`config.mk`:
```
export PLATFORM = sky130hd
export DESIGN_NAME = alu_issue_stage_flat
export DESIGN_NICKNAME = d
export VERILOG_FILES = /design/src/rtl/alu_issue_stage_if.sv /design/src/rtl/alu_issue_stage.sv /design/src/flat_wrapper.sv
export SDC_FILE = /design/constraint.sdc
export NUM_CORES = 1
export LEC_CHECK = 0
export ABC_AREA = 0
export ABC_CLOCK_PERIOD_IN_PS = 1100
export CAP_MARGIN = 0
export CORE_ASPECT_RATIO = 0.75
export CORE_MARGIN = 2
export CORE_UTILIZATION = 38
export DETAILED_ROUTE_END_ITERATION = 8
export DONT_BUFFER_PORTS = 1
export PLACE_DENSITY_LB_ADDON = 0.05
export REMOVE_ABC_BUFFERS = 1
export SLEW_MARGIN = 20
export SYNTH_ARGS = -nofsm -noshare
export SYNTH_HDL_FRONTEND = slang
export SYNTH_SLANG_ARGS = --single-unit
```
`constraint.sdc`:
```
create_clock -name clk -period 1.1 [get_ports clk]
set_input_delay 0.165 -clock clk [delete_from_list [all_inputs] [get_ports clk]]
set_output_delay 0.165 -clock clk [all_outputs]
set_load 0.03 [all_outputs]
```
`src/rtl/alu_issue_stage_if.sv`:
```
// alu_issue_stage_if
//   Bundles every signal between the ID/EX issue register and its neighbours:
//   the decode-side request (in_*, forwarding values, flush) and the EX-side
//   operand/control response (out_*).
//   master : decode/EX side   - drives requests, forwarding values, flush, out_ready
//   slave  : alu_issue_stage  - drives in_ready and all out_* signals
interface alu_issue_stage_if #(
    parameter int WIDTH = 32
);
    logic             flush;
    logic             in_valid;
    logic             in_ready;
    logic [1:0]       in_aluop;
    logic [2:0]       in_funct3;
    logic             in_funct7b5;
    logic             in_is_rtype;
    logic             in_alusrc;
    logic [1:0]       in_fwd_a;
    logic [1:0]       in_fwd_b;
    logic [WIDTH-1:0] in_rs1_data;
    logic [WIDTH-1:0] in_rs2_data;
    logic [WIDTH-1:0] in_imm;
    logic [WIDTH-1:0] exmem_result;
    logic [WIDTH-1:0] memwb_result;
    logic             out_valid;
    logic             out_ready;
    logic [3:0]       out_ctrl;
    logic [WIDTH-1:0] out_a;
    logic [WIDTH-1:0] out_b;
    logic [WIDTH-1:0] out_rs2_fwd;
    logic             out_br_on_z;

    modport master (
        output flush, in_valid, in_aluop, in_funct3, in_funct7b5, in_is_rtype,
               in_alusrc, in_fwd_a, in_fwd_b, in_rs1_data, in_rs2_data, in_imm,
               exmem_result, memwb_result, out_ready,
        input  in_ready, out_valid, out_ctrl, out_a, out_b, out_rs2_fwd, out_br_on_z
    );

    modport slave (
        input  flush, in_valid, in_aluop, in_funct3, in_funct7b5, in_is_rtype,
               in_alusrc, in_fwd_a, in_fwd_b, in_rs1_data, in_rs2_data, in_imm,
               exmem_result, memwb_result, out_ready,
        output in_ready, out_valid, out_ctrl, out_a, out_b, out_rs2_fwd, out_br_on_z
    );
endinterface

```
`src/rtl/alu_issue_stage.sv`:
```
// alu_issue_stage
//   ID/EX issue register of the 5-stage RV32I pipeline. Encodes decoded fields
//   into the 4-bit ALU control word, resolves operand forwarding, selects the
//   B operand and registers everything for the ALU. Single-entry valid/ready
//   stage with stall (out_ready=0) and flush.
//   Ports:
//     clk    pipeline clock, rising edge
//     rst_n  asynchronous active-low reset
//     bus    alu_issue_stage_if.slave: decode request, forwarding values,
//            flush, and the registered ALU control/operand outputs
module alu_issue_stage #(
    parameter int WIDTH = 32
) (
    input  logic               clk,
    input  logic               rst_n,
    alu_issue_stage_if.slave   bus
);

    localparam logic [3:0] C_AND  = 4'b0000;
    localparam logic [3:0] C_OR   = 4'b0001;
    localparam logic [3:0] C_ADD  = 4'b0010;
    localparam logic [3:0] C_SLL  = 4'b0011;
    localparam logic [3:0] C_SLT  = 4'b0100;
    localparam logic [3:0] C_SLTU = 4'b0101;
    localparam logic [3:0] C_SUB  = 4'b0110;
    localparam logic [3:0] C_XOR  = 4'b0111;
    localparam logic [3:0] C_SRL  = 4'b1000;
    localparam logic [3:0] C_SRA  = 4'b1010;

    localparam logic [1:0] OP_ADDR  = 2'b00;
    localparam logic [1:0] OP_BRNCH = 2'b01;
    localparam logic [1:0] OP_ARITH = 2'b10;
    localparam logic [1:0] OP_LUI   = 2'b11;

    typedef struct packed {
        logic [3:0]       ctrl;
        logic [WIDTH-1:0] a;
        logic [WIDTH-1:0] b;
        logic [WIDTH-1:0] rs2f;
        logic             brz;
    } entry_t;

    entry_t ent_q, ent_d;
    logic   vld_q;
    logic   capture;

    // 00 and 11 both pick the register file value
    function automatic logic [WIDTH-1:0] fwd_mux(input logic [1:0]       sel,
                                                 input logic [WIDTH-1:0] rf,
                                                 input logic [WIDTH-1:0] exmem,
                                                 input logic [WIDTH-1:0] memwb);
        case (sel)
            2'b01:   fwd_mux = exmem;
            2'b10:   fwd_mux = memwb;
            default: fwd_mux = rf;
        endcase
    endfunction

    // ALU control encoding and branch polarity
    always_comb begin
        ent_d.ctrl = C_ADD;
        ent_d.brz  = 1'b0;
        case (bus.in_aluop)
            OP_BRNCH: begin
                case (bus.in_funct3)
                    3'b100, 3'b101: ent_d.ctrl = C_SLT;
                    3'b110, 3'b111: ent_d.ctrl = C_SLTU;
                    default:        ent_d.ctrl = C_SUB;
                endcase
                // BEQ, BGE, BGEU take the branch on zero; the rest on non-zero
                ent_d.brz = (bus.in_funct3 == 3'b000) || (bus.in_funct3 == 3'b101) ||
                            (bus.in_funct3 == 3'b111);
            end
            OP_ARITH: begin
                case (bus.in_funct3)
                    // funct7b5 on an I-type ADDI is immediate bits, not SUB
                    3'b000:  ent_d.ctrl = (bus.in_is_rtype && bus.in_funct7b5) ? C_SUB : C_ADD;
                    3'b001:  ent_d.ctrl = C_SLL;
                    3'b010:  ent_d.ctrl = C_SLT;
                    3'b011:  ent_d.ctrl = C_SLTU;
                    3'b100:  ent_d.ctrl = C_XOR;
                    3'b101:  ent_d.ctrl = bus.in_funct7b5 ? C_SRA : C_SRL;
                    3'b110:  ent_d.ctrl = C_OR;
                    default: ent_d.ctrl = C_AND;
                endcase
            end
            default: ent_d.ctrl = C_ADD;  // address add and LUI
        endcase
    end

    // Operand selection; forwarding values are only looked at in the capture cycle
    always_comb begin
        ent_d.rs2f = fwd_mux(bus.in_fwd_b, bus.in_rs2_data, bus.exmem_result, bus.memwb_result);
        if (bus.in_aluop == OP_LUI) begin
            ent_d.a = '0;
            ent_d.b = bus.in_imm;
        end else begin
            ent_d.a = fwd_mux(bus.in_fwd_a, bus.in_rs1_data, bus.exmem_result, bus.memwb_result);
            ent_d.b = bus.in_alusrc ? bus.in_imm : ent_d.rs2f;
        end
    end

    assign bus.in_ready = !vld_q || bus.out_ready;
    assign capture      = bus.in_valid && bus.in_ready && !bus.flush;

    always_ff @(posedge clk or negedge rst_n) begin
        if (!rst_n) begin
            vld_q      <= 1'b0;
            ent_q.ctrl <= C_ADD;
            ent_q.a    <= '0;
            ent_q.b    <= '0;
            ent_q.rs2f <= '0;
            ent_q.brz  <= 1'b0;
        end else begin
            if (bus.flush)
                vld_q <= 1'b0;
            else if (bus.in_ready)
                vld_q <= bus.in_valid;
            // data outputs keep their last value when the stage drains or flushes
            if (capture)
                ent_q <= ent_d;
        end
    end

    assign bus.out_valid   = vld_q;
    assign bus.out_ctrl    = ent_q.ctrl;
    assign bus.out_a       = ent_q.a;
    assign bus.out_b       = ent_q.b;
    assign bus.out_rs2_fwd = ent_q.rs2f;
    assign bus.out_br_on_z = ent_q.brz;

endmodule
```
`src/flat_wrapper.sv`:
```
// flat-port wrapper written by rule: the top's interface ports become plain ports
module alu_issue_stage_flat 
#(
    parameter int WIDTH = 32
)
  (clk, rst_n, bus_flush, bus_in_valid, bus_in_aluop, bus_in_funct3, bus_in_funct7b5, bus_in_is_rtype, bus_in_alusrc, bus_in_fwd_a, bus_in_fwd_b, bus_in_rs1_data, bus_in_rs2_data, bus_in_imm, bus_exmem_result, bus_memwb_result, bus_out_ready, bus_in_ready, bus_out_valid, bus_out_ctrl, bus_out_a, bus_out_b, bus_out_rs2_fwd, bus_out_br_on_z);
  alu_issue_stage_if #(.WIDTH(WIDTH)) bus_i ();
  input  logic clk;
  input  logic rst_n;
  input wire logic [$bits(bus_i.flush)-1:0] bus_flush;
  input wire logic [$bits(bus_i.in_valid)-1:0] bus_in_valid;
  input wire logic [$bits(bus_i.in_aluop)-1:0] bus_in_aluop;
  input wire logic [$bits(bus_i.in_funct3)-1:0] bus_in_funct3;
  input wire logic [$bits(bus_i.in_funct7b5)-1:0] bus_in_funct7b5;
  input wire logic [$bits(bus_i.in_is_rtype)-1:0] bus_in_is_rtype;
  input wire logic [$bits(bus_i.in_alusrc)-1:0] bus_in_alusrc;
  input wire logic [$bits(bus_i.in_fwd_a)-1:0] bus_in_fwd_a;
  input wire logic [$bits(bus_i.in_fwd_b)-1:0] bus_in_fwd_b;
  input wire logic [$bits(bus_i.in_rs1_data)-1:0] bus_in_rs1_data;
  input wire logic [$bits(bus_i.in_rs2_data)-1:0] bus_in_rs2_data;
  input wire logic [$bits(bus_i.in_imm)-1:0] bus_in_imm;
  input wire logic [$bits(bus_i.exmem_result)-1:0] bus_exmem_result;
  input wire logic [$bits(bus_i.memwb_result)-1:0] bus_memwb_result;
  input wire logic [$bits(bus_i.out_ready)-1:0] bus_out_ready;
  output wire logic [$bits(bus_i.in_ready)-1:0] bus_in_ready;
  output wire logic [$bits(bus_i.out_valid)-1:0] bus_out_valid;
  output wire logic [$bits(bus_i.out_ctrl)-1:0] bus_out_ctrl;
  output wire logic [$bits(bus_i.out_a)-1:0] bus_out_a;
  output wire logic [$bits(bus_i.out_b)-1:0] bus_out_b;
  output wire logic [$bits(bus_i.out_rs2_fwd)-1:0] bus_out_rs2_fwd;
  output wire logic [$bits(bus_i.out_br_on_z)-1:0] bus_out_br_on_z;
  assign bus_i.flush = bus_flush;
  assign bus_i.in_valid = bus_in_valid;
  assign bus_i.in_aluop = bus_in_aluop;
  assign bus_i.in_funct3 = bus_in_funct3;
  assign bus_i.in_funct7b5 = bus_in_funct7b5;
  assign bus_i.in_is_rtype = bus_in_is_rtype;
  assign bus_i.in_alusrc = bus_in_alusrc;
  assign bus_i.in_fwd_a = bus_in_fwd_a;
  assign bus_i.in_fwd_b = bus_in_fwd_b;
  assign bus_i.in_rs1_data = bus_in_rs1_data;
  assign bus_i.in_rs2_data = bus_in_rs2_data;
  assign bus_i.in_imm = bus_in_imm;
  assign bus_i.exmem_result = bus_exmem_result;
  assign bus_i.memwb_result = bus_memwb_result;
  assign bus_i.out_ready = bus_out_ready;
  assign bus_in_ready = bus_i.in_ready;
  assign bus_out_valid = bus_i.out_valid;
  assign bus_out_ctrl = bus_i.out_ctrl;
  assign bus_out_a = bus_i.out_a;
  assign bus_out_b = bus_i.out_b;
  assign bus_out_rs2_fwd = bus_i.out_rs2_fwd;
  assign bus_out_br_on_z = bus_i.out_br_on_z;
  alu_issue_stage #(.WIDTH(WIDTH)) u_core (.clk(clk), .rst_n(rst_n), .bus(bus_i));
endmodule
```
# Word-level counts from Yosys, hierarchy flattened
# Cells that the tools add are included.
dict set report word_totals {
  reg_bits 102
  elab_cells 44
}
dict set report op_classes {
  n_eq_ne 14
  mux 12
  reduce_logical 12
}
# op n
set op_table {}
lappend op_table {{32-bit case mux with 2 select lines} 2}
lappend op_table {{64-bit two-way mux} 1}
lappend op_table {{32-bit two-way mux} 1}
lappend op_table {{4-bit case mux with 7 select lines} 1}
lappend op_table {{3-bit == test, second input constant} 4}
lappend op_table {{2-bit == test, second input constant} 4}
lappend op_table {{4-bit case mux with 2 select lines} 1}
lappend op_table {{2-bit by 1-bit == test with 1-bit output, second input constant} 3}
lappend op_table {{3-bit by 2-bit == test with 1-bit output, second input constant} 2}
lappend op_table {{2-bit case mux with 2 select lines} 1}
lappend op_table {{2-bit OR reduction} 2}
lappend op_table {{3-bit by 1-bit == test with 1-bit output, second input constant} 1}
lappend op_table {{1-bit logical AND} 3}
lappend op_table {{3-bit logical NOT} 1}
lappend op_table {{1-bit logical OR} 3}
lappend op_table {{1-bit two-way mux} 3}
lappend op_table {{3-bit two-way mux} 1}
lappend op_table {{1-bit logical NOT} 2}
lappend op_table {{2-bit two-way mux} 1}
lappend op_table {{2-bit nonzero test} 1}

# Longest topological paths before layout
dict set report logic_depth {
  depth_word 4
  mapped_depth 7
  depth_no_buf 6
}

# Worst setup path before layout
# No wires, ideal clock.
dict set report synth_path {
  path_type {reg2reg}
  from {reg u_core.vld_q, in the netlist u_core.bus.out_valid}
  to {reg u_core.ent_q, in the netlist u_core.bus.out_a[11]}
  t_arrival_ns 1.414
  path_slack_ns -0.397
  path_stages_with_launch 6
  period_less_slack_ns 1.497
  cell_sequence {dfrtp_1 > nand2b_2 > nand3b_4 > or2_4 > clkbuf_2 > o21ai_0}
}
dict set report synth_via {
  elab_chain_cells 4
}
# item line_no
set synth_rtl {}
lappend synth_rtl {{start, declared} alu_issue_stage.sv:44} ;# logic vld_q;
lappend synth_rtl {{start signal, assigned} alu_issue_stage.sv:118} ;# vld_q <= bus.in_valid;
lappend synth_rtl {{1-bit logical NOT} alu_issue_stage.sv:103} ;# assign bus.in_ready = !vld_q || bus.out_ready;
lappend synth_rtl {{1-bit logical OR} alu_issue_stage.sv:103}
lappend synth_rtl {{via bus_in_ready} flat_wrapper.sv:25} ;# output wire logic [$bits(bus_i.in_ready)-1:0] bus_in_ready;
lappend synth_rtl {{1-bit logical AND (2 in a row)} alu_issue_stage.sv:104} ;# assign capture = bus.in_valid && bus.in_ready && !bus.flush;
lappend synth_rtl {{end signal, assigned} alu_issue_stage.sv:121} ;# ent_q <= ent_d;
lappend synth_rtl {{end, declared} alu_issue_stage.sv:43} ;# entry_t ent_q, ent_d;
# The timed path passes the listed nets, and every way through them passes these cells.
# A chain may end at the register's enable or synchronous reset.

# Worst setup path after layout
dict set report layout_path {
  from {reg u_core.vld_q, in the netlist u_core.bus.out_valid}
  to {reg u_core.ent_q, in the netlist u_core.bus.out_ctrl[0]}
}
dict set report layout_via {
  elab_chain_cells 4
}
# item line_no
set layout_rtl {}
lappend layout_rtl {{1-bit logical NOT} alu_issue_stage.sv:103}
lappend layout_rtl {{1-bit logical OR} alu_issue_stage.sv:103}
lappend layout_rtl {{1-bit logical AND (2 in a row)} alu_issue_stage.sv:104}
# Every way passes these cells.

==> run_results.csv <==
group,metric,value,unit
synthesis,synth.top_cells.by_count,"107 x sky130_fd_sc_hd__nand2_1, 101 x sky130_fd_sc_hd__dfrtp_1, 58 x sky130_fd_sc_hd__o21ai_0",
clocking,cts.htree.levels,3,
clocking,tritoncts,"yes",
sta,post_route_hold_slack,-497.4,ps
pwr,powerDensity,1536,mW/mm²
cells_and_area,synthToLayoutAreaGrowth,33.74,%
floorplan,placementRows,38,
flow_run,maxCapViolCount,0,
setup_path,critPathRequiredTime,1360,ps
setup_path,crit_buf_inv,2,
grt,grt_use_total,24.06,%
pwr,total_power_consumption_of_the_routed_design,0.01165,W
synthesis,synth_seq_cells,102,
grt,grt_max_degree,103,
detailed_routing,avgViaCountPerCell,5.799,
detailed_routing,violation_count_after_the_first_detailed_routing_iteration,318,
detailed_routing,dr_total_vias,5283,
clocking,number_of_clock_buffers_inserted_by_tritoncts,9,
sta,layout_worst_path_cycle_share,122.0,%
clocking,clk_transition_reported_paths,70,ps
worst_hold_path,worst_hold_path_type,"input port to asynchronous set/reset pin",
sta,final_setup_fails,104,
sta,totalNegativeSetupSlack,-19730,ps
clocking,cts_root_buf,"sky130_fd_sc_hd__clkbuf_16",
sta,timing_max_transition_violations_final,0,
grt,first_pass_grt_wire_length,29500,µm
synthesis,synth.avg_cell_area,9.007,µm²
pwr,vdd_drop_max,0.7518,mV
synthesis,synth_area_leaders,"sky130_fd_sc_hd__dfrtp_1 45%, sky130_fd_sc_hd__nand2_1 7.1%, sky130_fd_sc_hd__o21ai_0 5.1%, sky130_fd_sc_hd__mux2i_1 4.9%, sky130_fd_sc_hd__a22oi_1 4.8%",
floorplan,die_w,145.1,µm
grt,first_global_vias,5005,
pwr,static-leakage-power,3.388,nW
sta,tightestPinTransition,390.3,ps
sta,rsz0062_at_grt,"true",
placed_design,place.port_buffers,0,
synthesis,syn-cell-area,0.005674,mm²
synthesis,synth_most_common_cell,"sky130_fd_sc_hd__nand2_1",
sta,finalWorstSetupSlack,-241.9,ps
placed_design,globalplace.congestion,0.8581,
setup_path,critical_path_launch_point_type,"flip-flop",
synthesis,synth_top_area_share,44.54,%
sta,timing.final.hold_violations,103,
cells_and_area,fraction_of_final_layout_cells_sized_beyond_drive_strength_1,23.35,%
synthesis,yosys_warnings,0,
sta,slew-limit-headroom,73.98,%
detailed_routing,detail_route.wirelength,20330,µm
placed_design,placement.cell_area,0.006271,mm²
detailed_routing,total_iterations_of_the_first_detailed_routing_run,5,
setup_path,critical_path.endpoint_type,"flip-flop",
floorplan,die-height,109.8,µm
placed_design,post-place-ws,-379.3,ps
synthesis,synth_top_cell_by_area,"sky130_fd_sc_hd__dfrtp_1",
clocking,clockBufferDepth,2,
setup_path,critPathArrivalTime,1610,ps
synthesis,synth_seq_area_share,45.01,%
detailed_routing,drtAntennaViolNets,0,
synthesis,synth-main-ff-cell,"sky130_fd_sc_hd__dfrtp_1",
setup_path,setup_slack_of_the_most_critical_reg_to_reg_path,-240,ps
setup_path,max_stage_delay,420,ps
outcome,outcome,"finished, violations left",
sta,max_clock_freq,745.2,MHz
setup_path,worstPathMaxFanout,8,
grt,grt_overflow_total,0,
sta,finalClockSkew,8.724,ps
floorplan,dieArea,0.01594,mm²
setup_path,worst_path_max_delay_cell,"sky130_fd_sc_hd__dfrtp_1",
setup_path,criticalPathCategory,"flip-flop to flip-flop",
setup_path,crit_path_cell_trace,"nand2b_4 -> nand3b_4 -> buf_8 -> buf_6 -> o31ai_2",
synthesis,gate_count_after_technology_mapping,630,
floorplan,top_level_ports,280,
placed_design,place_hpwl,14050,µm
clocking,cts_sinks,102,
outcome,failed_checks,"hold timing, setup timing",
synthesis,edff_count_synth,0,
detailed_routing,wl_per_cell,22.32,µm
sta,final_period_minus_worst_setup_slack,1342,ps
cells_and_area,finish.instance_area,0.007589,mm²
synthesis,post_synth_num_cell_types,36,
clocking,clock_insertion_delay_at_the_later_pin_of_the_skew_report,350,ps
floorplan,initial_utilization,39.00,%
detailed_routing,drcViolationCount,0,
grt,antenna_found_initial,0,
setup_path,category_of_cells_accounting_for_the_largest_share_of_critical_path_delay,"flip-flops",
cells_and_area,final_net_count,891,
synthesis,synthArstFlopShare,100.0,%
cells_and_area,antenna_cells,0,
floorplan,fp.coreArea,0.01455,mm²
==> logic make-up after synthesis <==
family | count (synthesis) | share of synthesized area (%)
flops | 102 | 45.01
buf+inv | 65 | 6.284
fa+ha+maj | 7 | 1.543
compound gates | 241 | 27.50
simple gates | 187 | 14.73
mux | 28 | 4.939
==> sequential cells by signal, indices dropped and copies added, names as in the netlist <==
signal / cells
u_core.bus.out_valid: 1
u_core.bus.out_br_on_z: 1
u_core.bus.out_b: 32
u_core.bus.out_rs2_fwd: 32
u_core.bus.out_a: 32
u_core.bus.out_ctrl: 4
==> metal layers <==
metal | wire [µm] | share of wire (%) | GRT usage [%]
met5 | 0 | 0 | 0
met4 | 337 | 1.7 | 6.373
met3 | 2329 | 11 | 10.58
met2 | 9440 | 46 | 38.88
met1 | 8225 | 40 | 29.72
==> per-stage QoR <==
stage          cells  utilization, %
6_report         911           52.16
5_1_grt          911           52.16
3_3_place_gp     827           43.10
2_1_floorplan    573               -
3_5_place_dp     827           43.10
4_1_cts          895           48.77
==> power by group <==
part / total (W) / switching, W / internal, W / leakage [nW]
logic: 0.00257 / 0.00131 / 0.00126 / 1.96
registers: 0.00600 / 0.00166 / 0.00434 / 1.30
clock network: 0.00308 / 0.00149 / 0.00159 / 0.131
total: 0.0117 / 0.00447 / 0.00719 / 3.39
==> timing repair <==
| item | CTS | global route |
|---|---|---|
| endpoints found under the setup margin | 105 | 118 |
| setup buffers | 2 | 5 |
| resized for setup | 24 | 135 |
| hold endpoints to repair | 150 | 109 |
| hold buffers | 49 | 7 |
| cloned | 2 | 4 |
| pin swaps | 4 | 24 |
==> area by class of cell <==
cell class,instances,area (µm²)
Fill cell,1378,6960
Multi-Input combinational cell,466,3019
Sequential cell,102,2565
Timing Repair Buffer,120,1451
Tap cell,200,250.2
Clock buffer,10,239.0
Clock inverter,5,33.78
Inverter,8,30.03
==> placed cells by master, fill, tap and decap left out, types with 29 or more instances in the layout <==
cell                             n
sky130_fd_sc_hd__nand2_1        77
sky130_fd_sc_hd__a22oi_1        36
sky130_fd_sc_hd__o21ai_1        64
sky130_fd_sc_hd__dfrtp_1        92
sky130_fd_sc_hd__dlygate4sd3_1  56
sky130_fd_sc_hd__nor2_1         36
sky130_fd_sc_hd__o21ai_2        29
sky130_fd_sc_hd__a21oi_1        40
==> path summary, 6_finish.rpt <==
check / depth (start not counted) / endpoint / from
setup reg to reg: 5 / u_core.bus.out_ctrl[0] / u_core.bus.out_valid
max in group asynchronous: 0 / u_core.bus.out_b[8] / rst_n
min in group clk: 2 / u_core.bus.out_rs2_fwd[4] / bus_in_rs2_data[4]
setup / recovery: 5 / u_core.bus.out_ctrl[0] / u_core.bus.out_valid
hold / removal: 0 / u_core.bus.out_rs2_fwd[2] / rst_n
hold reg to reg: 2 / u_core.bus.out_rs2_fwd[17] / u_core.bus.out_rs2_fwd[17]
Power figures use the tool's default switching activity.
